<file path="config.mk">
export PLATFORM = sky130hd
export DESIGN_NAME = multicycle_alu_flat
export DESIGN_NICKNAME = d
export VERILOG_FILES = /design/src/rtl/multicycle_alu_if.sv /design/src/rtl/multicycle_alu.sv /design/src/flat_wrapper.sv
export SDC_FILE = /design/constraint.sdc
export NUM_CORES = 1
export LEC_CHECK = 0
export ABC_AREA = 1
export BUFFER_PORTS_ARGS = -buffer_cell sky130_fd_sc_hd__buf_2
export CORE_MARGIN = 8
export CORE_UTILIZATION = 56
export DETAILED_ROUTE_END_ITERATION = 10
export PLACE_DENSITY_LB_ADDON = 0.25
export REMOVE_ABC_BUFFERS = 1
export SYNTH_ARGS = -nofsm -noshare
export SYNTH_HDL_FRONTEND = slang
export SYNTH_SLANG_ARGS = --single-unit
</file>
<file path="constraint.sdc">
create_clock -name clock -period 1.6 [get_ports clock]
set_clock_uncertainty 0.15 [all_clocks]
set_input_delay 0.16 -clock clock [delete_from_list [all_inputs] [get_ports clock]]
set_output_delay 0.16 -clock clock [all_outputs]
set_load 0.05 [all_outputs]
</file>
<file path="src/rtl/multicycle_alu_if.sv">
// Operation-request and register-file-writeback bundle for multicycle_alu.
// The requester holds the master modport; the ALU holds the slave modport.
interface multicycle_alu_if;
  logic       start;
  logic [2:0] op;
  logic [7:0] data1;
  logic [7:0] data2;
  logic [2:0] destreg;
  logic       ready;
  logic [7:0] writedata;
  logic [2:0] escreg;
  logic       regwrite;
  logic       done;
  logic       zero;

  modport master (
    output start, op, data1, data2, destreg,
    input  ready, writedata, escreg, regwrite, done, zero
  );

  modport slave (
    input  start, op, data1, data2, destreg,
    output ready, writedata, escreg, regwrite, done, zero
  );
endinterface

</file>
<file path="src/rtl/multicycle_alu.sv">
// Multicycle 8-bit ALU with a register-file writeback stage (IDLE -> [MUL] -> WB).
// Define ALU_MUL_EN to build the 8-iteration shift-add multiplier; otherwise MUL writes 0 with no RegWrite.
module multicycle_alu (
  input logic            clock,
  input logic            reset,
  multicycle_alu_if.slave bus
);

  typedef enum logic [2:0] {
    OP_ADD = 3'b000, OP_SUB = 3'b001, OP_AND = 3'b010, OP_OR  = 3'b011,
    OP_XOR = 3'b100, OP_SLT = 3'b101, OP_MUL = 3'b110, OP_MOV = 3'b111
  } op_t;

`ifdef ALU_MUL_EN
  typedef enum logic [1:0] {IDLE, MUL, WB} state_t;
`else
  typedef enum logic [1:0] {IDLE, WB} state_t;
`endif

  state_t     state_q, state_d;
  logic [7:0] wb_data;
  logic [2:0] wb_dst;
  logic       wb_we;
  logic       wb_entry;
  logic       we_q;

  function automatic logic [7:0] alu_op(input op_t op, input logic [7:0] a, input logic [7:0] b);
    case (op)
      OP_ADD:  return a + b;
      OP_SUB:  return a - b;
      OP_AND:  return a & b;
      OP_OR:   return a | b;
      OP_XOR:  return a ^ b;
      OP_SLT:  return {7'd0, ($signed(a) < $signed(b))};
      OP_MUL:  return 8'h00;
      OP_MOV:  return b;
      default: return 8'h00;
    endcase
  endfunction

`ifdef ALU_MUL_EN
  logic       accept;
  logic [7:0] mcand_q, mplier_q, acc_q, acc_d;
  logic [2:0] dst_q;
  logic [2:0] cnt_q;

  assign accept = (state_q == IDLE) && bus.start;
  assign acc_d  = acc_q + (mplier_q[0] ? mcand_q : 8'h00);

  // Only the low 8 product bits are kept, so an 8-bit accumulator suffices.
  always_ff @(posedge clock or posedge reset) begin
    if (reset) begin
      mcand_q  <= 8'h00;
      mplier_q <= 8'h00;
      acc_q    <= 8'h00;
      dst_q    <= 3'd0;
      cnt_q    <= 3'd0;
    end else if (accept) begin
      mcand_q  <= bus.data1;
      mplier_q <= bus.data2;
      acc_q    <= 8'h00;
      dst_q    <= bus.destreg;
      cnt_q    <= 3'd0;
    end else if (state_q == MUL) begin
      acc_q    <= acc_d;
      mcand_q  <= mcand_q << 1;
      mplier_q <= mplier_q >> 1;
      cnt_q    <= cnt_q + 3'd1;
    end
  end
`endif

  // NOTE: every always_comb output gets a default first so no path can infer a latch.
  always_comb begin
    state_d   = state_q;
    bus.ready = 1'b0;
    bus.done  = 1'b0;
    wb_data   = alu_op(op_t'(bus.op), bus.data1, bus.data2);
    wb_dst    = bus.destreg;
    wb_we     = (bus.destreg != 3'd0);
    case (state_q)
      IDLE: begin
        bus.ready = 1'b1;
`ifndef ALU_MUL_EN
        if (op_t'(bus.op) == OP_MUL) wb_we = 1'b0;
`endif
        if (bus.start) begin
`ifdef ALU_MUL_EN
          state_d = (op_t'(bus.op) == OP_MUL) ? MUL : WB;
`else
          state_d = WB;
`endif
        end
      end
`ifdef ALU_MUL_EN
      MUL: begin
        wb_data = acc_d;
        wb_dst  = dst_q;
        wb_we   = (dst_q != 3'd0);
        if (cnt_q == 3'd7) state_d = WB;
      end
`endif
      WB: begin
        bus.done = 1'b1;
        state_d  = IDLE;
      end
      default: state_d = IDLE;
    endcase
  end

  assign wb_entry     = (state_d == WB) && (state_q != WB);
  assign bus.regwrite = bus.done & we_q;

  // NOTE: sequential state uses non-blocking assignments so all flops update together.
  always_ff @(posedge clock or posedge reset) begin
    if (reset) state_q <= IDLE;
    else       state_q <= state_d;
  end

  // Writeback registers change only on WB entry, so they hold between operations.
  // NOTE: these are explicitly reset because their reset values are architecturally visible.
  always_ff @(posedge clock or posedge reset) begin
    if (reset) begin
      bus.writedata <= 8'h00;
      bus.escreg    <= 3'd0;
      bus.zero      <= 1'b1;
      we_q          <= 1'b0;
    end else if (wb_entry) begin
      bus.writedata <= wb_data;
      bus.escreg    <= wb_dst;
      bus.zero      <= (wb_data == 8'h00);
      we_q          <= wb_we;
    end
  end

endmodule

</file>
<file path="src/flat_wrapper.sv">
// flat-port wrapper written by rule: the top's interface ports become plain ports
module multicycle_alu_flat 
  (clock, reset, bus_start, bus_op, bus_data1, bus_data2, bus_destreg, bus_ready, bus_writedata, bus_escreg, bus_regwrite, bus_done, bus_zero);
  multicycle_alu_if bus_i ();
  input logic clock;
  input logic reset;
  input wire logic [$bits(bus_i.start)-1:0] bus_start;
  input wire logic [$bits(bus_i.op)-1:0] bus_op;
  input wire logic [$bits(bus_i.data1)-1:0] bus_data1;
  input wire logic [$bits(bus_i.data2)-1:0] bus_data2;
  input wire logic [$bits(bus_i.destreg)-1:0] bus_destreg;
  output wire logic [$bits(bus_i.ready)-1:0] bus_ready;
  output wire logic [$bits(bus_i.writedata)-1:0] bus_writedata;
  output wire logic [$bits(bus_i.escreg)-1:0] bus_escreg;
  output wire logic [$bits(bus_i.regwrite)-1:0] bus_regwrite;
  output wire logic [$bits(bus_i.done)-1:0] bus_done;
  output wire logic [$bits(bus_i.zero)-1:0] bus_zero;
  assign bus_i.start = bus_start;
  assign bus_i.op = bus_op;
  assign bus_i.data1 = bus_data1;
  assign bus_i.data2 = bus_data2;
  assign bus_i.destreg = bus_destreg;
  assign bus_ready = bus_i.ready;
  assign bus_writedata = bus_i.writedata;
  assign bus_escreg = bus_i.escreg;
  assign bus_regwrite = bus_i.regwrite;
  assign bus_done = bus_i.done;
  assign bus_zero = bus_i.zero;
  multicycle_alu u_core (.clock(clock), .reset(reset), .bus(bus_i));
endmodule
</file>
==> results of run 1 <==
power by group through the flow:
stage	logic, mW	clock network [mW]	registers, mW
after floorplan	0.372	0	0.658
after global placement	0.901	0	0.469
after detailed placement	0.915	0	0.473
after CTS	0.932	0.219	0.466
after global routing	1.08	0.245	0.478
final	1.00	0.226	0.471
metal layers:
layer	GRT usage (%)	routed length, µm
met1	28.4	2720
met4	9.57	172
met5	0	0
met3	4.04	540
met2	38.1	3170
worst paths after layout:
check                                                 start                                  end  slack [ns]  cells after the start
hold reg to reg            u_core.bus.escreg[1]$_DFFE_PP0P_     u_core.bus.escreg[1]$_DFFE_PP0P_        0.33                      2
max in group asynchronous                             reset          u_core.bus.zero$_DFFE_PP1P_        0.62                      3
min in group asynchronous                             reset  u_core.bus.writedata[4]$_DFFE_PP0P_        0.28                      3
hold / removal                                    bus_start          u_core.state_q[0]$_DFF_PP0_        0.15                      4
setup reg to reg                u_core.state_q[0]$_DFF_PP0_          u_core.bus.zero$_DFFE_PP1P_       -0.09                     10
setup / recovery                u_core.state_q[0]$_DFF_PP0_          u_core.bus.zero$_DFFE_PP1P_       -0.09                     10
layout make-up:
cell class	count	share of cell area, %
Clock buffer	3	0.813
Clock inverter	1	0.181
Inverter	60	8.35
Multi-Input combinational cell	231	50.1
Sequential cell	15	13.6
Tap cell	46	2.08
Timing Repair Buffer	102	24.7
Timing Repair inverter	1	0.271
worst reg2reg max path, delay by kind of cell, from the launching register on:
kind,cells,cell delay [ns]
AOI/OAI and AO/OA,1,0.10
buffers and inverters,1,0.11
and+or+nand+nor,8,0.87
DFF,1,0.39
logic make-up (layout without fill, tap and decap cells):
logic type | after synthesis | after routing | synth area share, %
flops | 15 | 15 | 19.6
fa+ha+maj | 26 | 26 | 17.7
simple gates | 177 | 177 | 40.0
compound gates | 27 | 27 | 8.41
other cells | 1 | 1 | 0.195
buf+inv | 68 | 167 | 14.1
stage by stage:
stage,total power [mW],setup TNS (ns)
after floorplan,1.03,-0.361
final,1.70,-0.153
after CTS,1.62,-0.0400
after global routing,1.80,-0.691
after detailed placement,1.39,-2.40
after global placement,1.37,-2.17
registers in the layout, summed over array words and instances, names as in the netlist:
register,flops
u_core.bus.escreg,3
u_core.bus.writedata,8
u_core.state_q,2
u_core.bus.zero,1
u_core.we_q,1
cells in the final DEF (no fill, tap or decap), types with 7 or more instances in the layout:
cell / synthesis / routed
nor2_1: 32 / 29
nand3_2: 1 / 9
inv_2: 4 / 7
nand2_1: 88 / 83
buf_2: 3 / 37
nand3_1: 38 / 30
nand4_1: 8 / 8
inv_1: 55 / 51
buf_4: 2 / 60
ha_2: 0 / 7
dfrtp_1: 14 / 14
ha_1: 24 / 16
repair_timing:
| action | CTS | global route |
|---|---|---|
| gates resized for setup | 5 | 38 |
| pin swaps | 0 | 9 |
| cloned | 0 | 1 |
| setup endpoints to repair | 3 | 13 |
| setup buffers | 0 | 1 |
| endpoints found under the hold margin | 18 | 0 |
| hold buffers | 4 | 0 |
==> impl_results.rst, run 1 <==
.. list-table::
   :header-rows: 1

   * - Metric
     - Value
   * - Crit path kind
     - reg -> reg
   * - CTS Root Buffer Type
     - clkbuf_4
   * - Arrival time of data at the critical path endpoint
     - roughly 1.8 ns
   * - CTS tree
     - built
   * - Core area
     - ~3300 µm²
   * - Highest Clock Rate
     - 593 MHz
   * - Total gr overflow
     - 0
   * - Fillers
     - about 240
   * - Clock transition at the registers of the reported paths
     - 0.11 ns
   * - Total number of vias
     - 2379
   * - Die area
     - 5560 µm²
   * - Post-detailed-placement half-perimeter wirelength
     - about 4.9 mm
   * - Post-synthesis average cell area
     - 6.11 µm²
   * - Violated checks
     - setup timing
   * - Vias per cell
     - 5.18
   * - Inst Count DP
     - 449
   * - Setup-failing EPs final
     - 5
   * - Number of ports placed on the die boundary
     - 40
   * - Seq pwr share
     - 27.8%
   * - Count of clock tree sinks
     - 15
   * - Hold WC Path Type
     - in -> reg
   * - Avg WL per Cell
     - 14.4 µm
   * - Primary FF master, synth
     - dfrtp_1
   * - Starting utilization of the core area
     - just under 60%
   * - Crit end category
     - flop
   * - Slew margin rel.
     - a little over three fifths
   * - Cell internal pwr
     - roughly 900 µW
   * - Non-filler instance count after layout
     - 459
   * - Cell Chain, Critical Path
     - or2_4, nor2_4, o21ai_1, inv_1, nand3_2, nor2_1, nand2_1, nor2_1, nand3_1, nand2_1
   * - Worst Max-Slew Pin Slew
     - 0.553 ns
   * - Synth top area share
     - ~18%
   * - First-pass iteration count of the detailed router
     - 5
   * - Total count of max-transition violations in the final report
     - 0
   * - Number of antenna repair diodes
     - 0
   * - Weighted congestion reported at the end of routability-driven placement
     - a little over 1
   * - Sequential-to-total area share from yosys stat
     - 19.6%
   * - Max stage delay on crit path
     - around 0.4 ns
   * - Worst path bufs/invs
     - 1
   * - Count of unique library cells instantiated by Yosys
     - 31
   * - GRT Total Usage
     - 23.0%
   * - Final number of hold-violating endpoints
     - 0
   * - CTS Buf Count
     - 3
   * - Type of origin of the critical path
     - flop
   * - CTS H-tree lvls
     - 1
   * - Min Clock Period, post-route
     - 1.69 ns
   * - Cell area after synthesis
     - 1920 µm²
   * - # Max-Cap Violations
     - 0
   * - Synthesis-stage register bit count
     - 15
   * - Most used standard cell by instance count after synthesis
     - nand2_1
   * - Commonest cells in the netlist
     - 88 x nand2_1, 55 x inv_1, 38 x nand3_1
   * - Outcome
     - finished, violations left
   * - Data required time of the worst path
     - 1.68 ns
   * - Cell accounting for the most synthesized area
     - dfrtp_1
   * - Power share of the combinational group
     - between 50% and 60%
   * - Area occupied by registers
     - 377 µm²
   * - Design Area, Final
     - 2770 µm²
   * - Post-place setup slack
     - -0.391 ns
   * - Port bufs
     - 39
   * - Area of the multi-input gates
     - around 1400 µm²
   * - Final core occ
     - 83.7%
   * - Kind of cell adding the most delay to the critical path
     - simple AND/OR/NAND/NOR gates
   * - Wire length of the first global-routing pass
     - 9.83 mm
   * - Maximum VDD drop
     - 626 µV
   * - Nets
     - 465
   * - Remaining number of nets flagged by the antenna check after routing
     - 0
   * - Vias in the first global route
     - about 2300
   * - Main area contributors after synthesis
     - dfrtp_1 18%, nand2_1 17%, ha_1 16%, inv_1 11%, nand3_1 9.9%
   * - Sw Ratio
     - 47.2%
   * - Final routed DRC violation total
     - 0
   * - Routed wire length
     - 6.60 mm
   * - Critical-path maximum fanout
     - 2
   * - Number of instances in the synthesized netlist
     - 314
   * - Maximum number of pins on one net before global-route repair
     - 16
   * - Setup WS post-layout
     - -0.0864 ns
   * - Fraction of final layout cells with drive strength greater than 1
     - between 30% and 40%
   * - Std-Cell Rows
     - 21
   * - Clk buf depth
     - 2
   * - Die extent in y
     - between 70 and 80 µm
   * - Clk Latency, worst-skew pair
     - 0.30 ns
   * - Synth-to-layout area growth
     - 44.4%
   * - Part of the power in the clock network
     - 13.3%
   * - Highest-delay cell along the critical path
     - dfrtp_1
   * - Setup repair after global routing missed its margin
     - yes
   * - Hold slack final
     - 0.153 ns
   * - Reported net switching power
     - 800 µW
   * - Number of antenna violations at the first check in global routing
     - 0
   * - Asr flop ratio synth
     - 100%
   * - Power density relative to cell area
     - 612 nW/µm²
   * - EDFF count, synth
     - 0
   * - Die X
     - 74.5 µm
   * - Leakage power total
     - 1.60 nW
   * - Count of routing violations after the opening detailed-route iteration
     - about 220
   * - Period utilisation layout
     - 105%
   * - Post-place instance area
     - between 2000 and 3000 µm²
   * - Count of warnings emitted by yosys
     - 0
No activity file was read; power rests on OpenSTA's default activity.
==> inputs of run 2 (changes only) <==
CTS_BUF_LIST = sky130_fd_sc_hd__clkbuf_16   (was unset)
==> run 2 against run 1 <==
Against the previous run:
- the flow still finishes with violations (setup timing)
- cell area grew 4.6%
- worst setup slack lost 0.076 ns
- critical path depth grew 2
- via count grew 5.3%
- hold slack lost 0.12 ns
- fmax shrank 4.3%
- highest routed layer unchanged
- first-iteration DRC count grew 14%
- final cell count shrank 0.44%
- wire length grew 7.2%
- sequential power is essentially flat
- global-route usage grew 1.4 points
- core utilization grew 3.9 points
==> impl_results.rst, run 2 (synthesis results as in run 1) <==
.. list-table::
   :header-rows: 1

   * - Metric
     - Value
   * - Setup-failing EPs final
     - 2 (was 5)
   * - Number of antenna repair diodes
     - 0 (unchanged)
   * - Number of ports placed on the die boundary
     - 40 (unchanged)
   * - Biggest register
     - u_core.bus.writedata (unchanged)
   * - Highest Clock Rate
     - 567 MHz (was 593 MHz)
   * - Setup repair after global routing missed its margin
     - yes (unchanged)
   * - Port bufs
     - 39 (unchanged)
   * - Hold WC Path Type
     - in -> reg (unchanged)
   * - Critical-path maximum fanout
     - 2 (unchanged)
   * - Core area
     - 3310 µm² (unchanged)
   * - Post-detailed-placement half-perimeter wirelength
     - 4.94 mm (unchanged)
   * - Design Area, Final
     - 2900 µm² (was 2770 µm²)
   * - CTS tree
     - built (unchanged)
   * - Leakage power total
     - 1.62 nW (was 1.60 nW)
   * - Count of clock tree sinks
     - 15 (unchanged)
   * - Post-place instance area
     - 2560 µm² (unchanged)
   * - Total number of vias
     - 2505 (was 2379)
   * - Die area
     - 5560 µm² (unchanged)
   * - Synth-to-layout area growth
     - 51.0% (was 44.4%)
   * - Most common library cell in the layout ignoring fill and taps
     - nand2_1 (unchanged)
   * - Total count of max-transition violations in the final report
     - 0 (unchanged)
   * - Setup WS post-layout
     - -0.163 ns (was -0.0864 ns)
   * - Die X
     - 74.5 µm (unchanged)
   * - Top layer in use
     - met4 (unchanged)
   * - Vias per cell
     - 5.48 (was 5.18)
   * - Nets
     - 463 (was 465)
   * - CTS H-tree lvls
     - 1 (unchanged)
   * - Clk Latency, worst-skew pair
     - 0.24 ns (was 0.30 ns)
   * - Avg WL per Cell
     - 15.5 µm (was 14.4 µm)
   * - Violated checks
     - setup timing (unchanged)
   * - Total power
     - 2.00 mW (was 1.70 mW)
   * - Total gr overflow
     - 0 (unchanged)
   * - Met3 wire len
     - 516 µm (was 540 µm)
   * - Highest-count cells in the layout ignoring fill and taps
     - 83 x nand2_1, 57 x buf_4, 46 x inv_1 (was 83 x nand2_1, 60 x buf_4, 51 x inv_1)
   * - Crit end category
     - flop (unchanged)
   * - Arrival time of data at the critical path endpoint
     - 1.80 ns (was 1.77 ns)
   * - Final core occ
     - 87.6% (was 83.7%)
   * - Min Clock Period, post-route
     - 1.76 ns (was 1.69 ns)
   * - Clk buf depth
     - 2 (unchanged)
   * - Remaining number of nets flagged by the antenna check after routing
     - 0 (unchanged)
   * - Routed wire length
     - 7.08 mm (was 6.60 mm)
   * - Final number of hold-violating endpoints
     - 0 (unchanged)
   * - Inst Count DP
     - 449 (unchanged)
   * - # Max-Cap Violations
     - 0 (unchanged)
   * - Maximum VDD drop
     - 656 µV (was 626 µV)
   * - CTS Root Buffer Type
     - clkbuf_16 (was clkbuf_4)
   * - Clock transition at the registers of the reported paths
     - 0.05 ns (was 0.11 ns)
   * - Routed wl met2
     - 3.48 mm (was 3.17 mm)
   * - CTS Buf Count
     - 3 (unchanged)
   * - Count of routing violations after the opening detailed-route iteration
     - 247 (was 217)
   * - Non-filler instance count after layout
     - 457 (was 459)
   * - Biggest regs
     - u_core.bus.writedata x8, u_core.bus.escreg x3, u_core.state_q x2 (unchanged)
   * - Number of flip-flops under the largest register name
     - 8 (unchanged)
   * - Slew margin rel.
     - 62.8% (was 63.1%)
   * - Type of origin of the critical path
     - input pin (was flop)
   * - Std-Cell Rows
     - 21 (unchanged)
   * - Die extent in y
     - 74.5 µm (unchanged)
   * - Wire length of the first global-routing pass
     - 10.4 mm (was 9.83 mm)
   * - Final routed DRC violation total
     - 0 (unchanged)
   * - Data required time of the worst path
     - 1.64 ns (was 1.68 ns)
   * - Worst Max-Slew Pin Slew
     - 0.557 ns (was 0.553 ns)
   * - Crit path kind
     - in -> reg (was reg -> reg)
   * - Number of antenna violations at the first check in global routing
     - 0 (unchanged)
   * - Fillers
     - 201 (was 235)
   * - Power density relative to cell area
     - 688 nW/µm² (was 612 nW/µm²)
   * - Met1 Routed Length
     - 2.84 mm (was 2.72 mm)
   * - Maximum number of pins on one net before global-route repair
     - 16 (unchanged)
   * - Period utilisation layout
     - 110% (was 105%)
   * - Weighted congestion reported at the end of routability-driven placement
     - 1.01 (unchanged)
   * - Starting utilization of the core area
     - 58.0% (unchanged)
   * - Vias in the first global route
     - 2338 (was 2282)
   * - GRT Total Usage
     - 24.3% (was 23.0%)
   * - Fraction of final layout cells with drive strength greater than 1
     - 38.9% (was 36.3%)
   * - First-pass iteration count of the detailed router
     - 5 (unchanged)
   * - Outcome
     - finished, violations left (unchanged)
[run 2: cell count changes in the layout (fill, tap and decap cells not counted), sizes merged]
cell / delta
dlygate4sd3: -1
clkbuf: -1
[run 2: through the flow]
stage	setup slack, ns	hold WS (ns)	TNS, ns
floorplan	-0.175	-0.0892	-0.361
global placement	-0.340	0.0733	-2.17
detailed placement	-0.391	0.0717	-2.40
CTS	-0.0114	0.0304	-0.0114
global route	-0.231	0.0483	-0.661
finish	-0.163	0.0341	-0.193
[run 2: power breakdown]
part | leakage, nW | switching, mW | total, mW | internal, mW
logic | 1.40 | 0.661 | 1.04 | 0.382
clock network | 0.0409 | 0.146 | 0.479 | 0.333
registers | 0.185 | 0.0338 | 0.474 | 0.441
[run 2: worst max-delay path: stages]
cell and delay (ns):
buf_6 0.09, inv_4 0.04, ha_4 0.15, fa_2 0.51, nor2_1 0.05, nor2_1 0.16
nand3_2 0.12, nor2_1 0.15, nand2_1 0.08, nor2_1 0.11, nand3_1 0.10, nand2_1 0.07
[run 2: layer usage]
metal | global-route usage, % | vias to the layer above
li1 | - | 1176
met2 | 41.5 | 134
met4 | 10.9 | 0
met3 | 4.04 | 29
met5 | 0 | -
met1 | 29.0 | 1166
[run 2: timing repair]
item                       4_1_cts  5_1_grt
setup buffers                    0        1
setup endpoints to repair        5       12
hold buffers                     3        0
pin swaps                       10       11
resized for setup               32       30
cloned                           0        1
hold endpoints to repair        16        0
[run 2: cell type report]
type	count	area (µm²)	area share, %
clock inverter	1	5.00	0.173
clock buffer	3	75.1	2.59
inverter	60	234	8.07
timing repair buffer	100	677	23.3
tap	46	57.6	1.99
timing repair inverter	1	7.51	0.259
sequential	15	377	13.0
multi-input combinational	231	1470	50.6
[run 2: worst paths after layout]
| path | startpoint | to | slack (ns) | depth (start not counted) |
|---|---|---|---|---|
| setup reg to reg | u_core.state_q[1]$_DFF_PP0_ | u_core.bus.zero$_DFFE_PP1P_ | -0.15 | 10 |
| hold reg to reg | u_core.bus.writedata[4]$_DFFE_PP0P_ | u_core.bus.writedata[4]$_DFFE_PP0P_ | 0.32 | 2 |
| setup / recovery | bus_data1[0] | u_core.bus.zero$_DFFE_PP1P_ | -0.16 | 12 |
| min in group asynchronous | reset | u_core.bus.writedata[4]$_DFFE_PP0P_ | 0.36 | 3 |
| max in group asynchronous | reset | u_core.bus.zero$_DFFE_PP1P_ | 0.57 | 3 |
| hold / removal | bus_destreg[1] | u_core.bus.escreg[1]$_DFFE_PP0P_ | 0.03 | 3 |
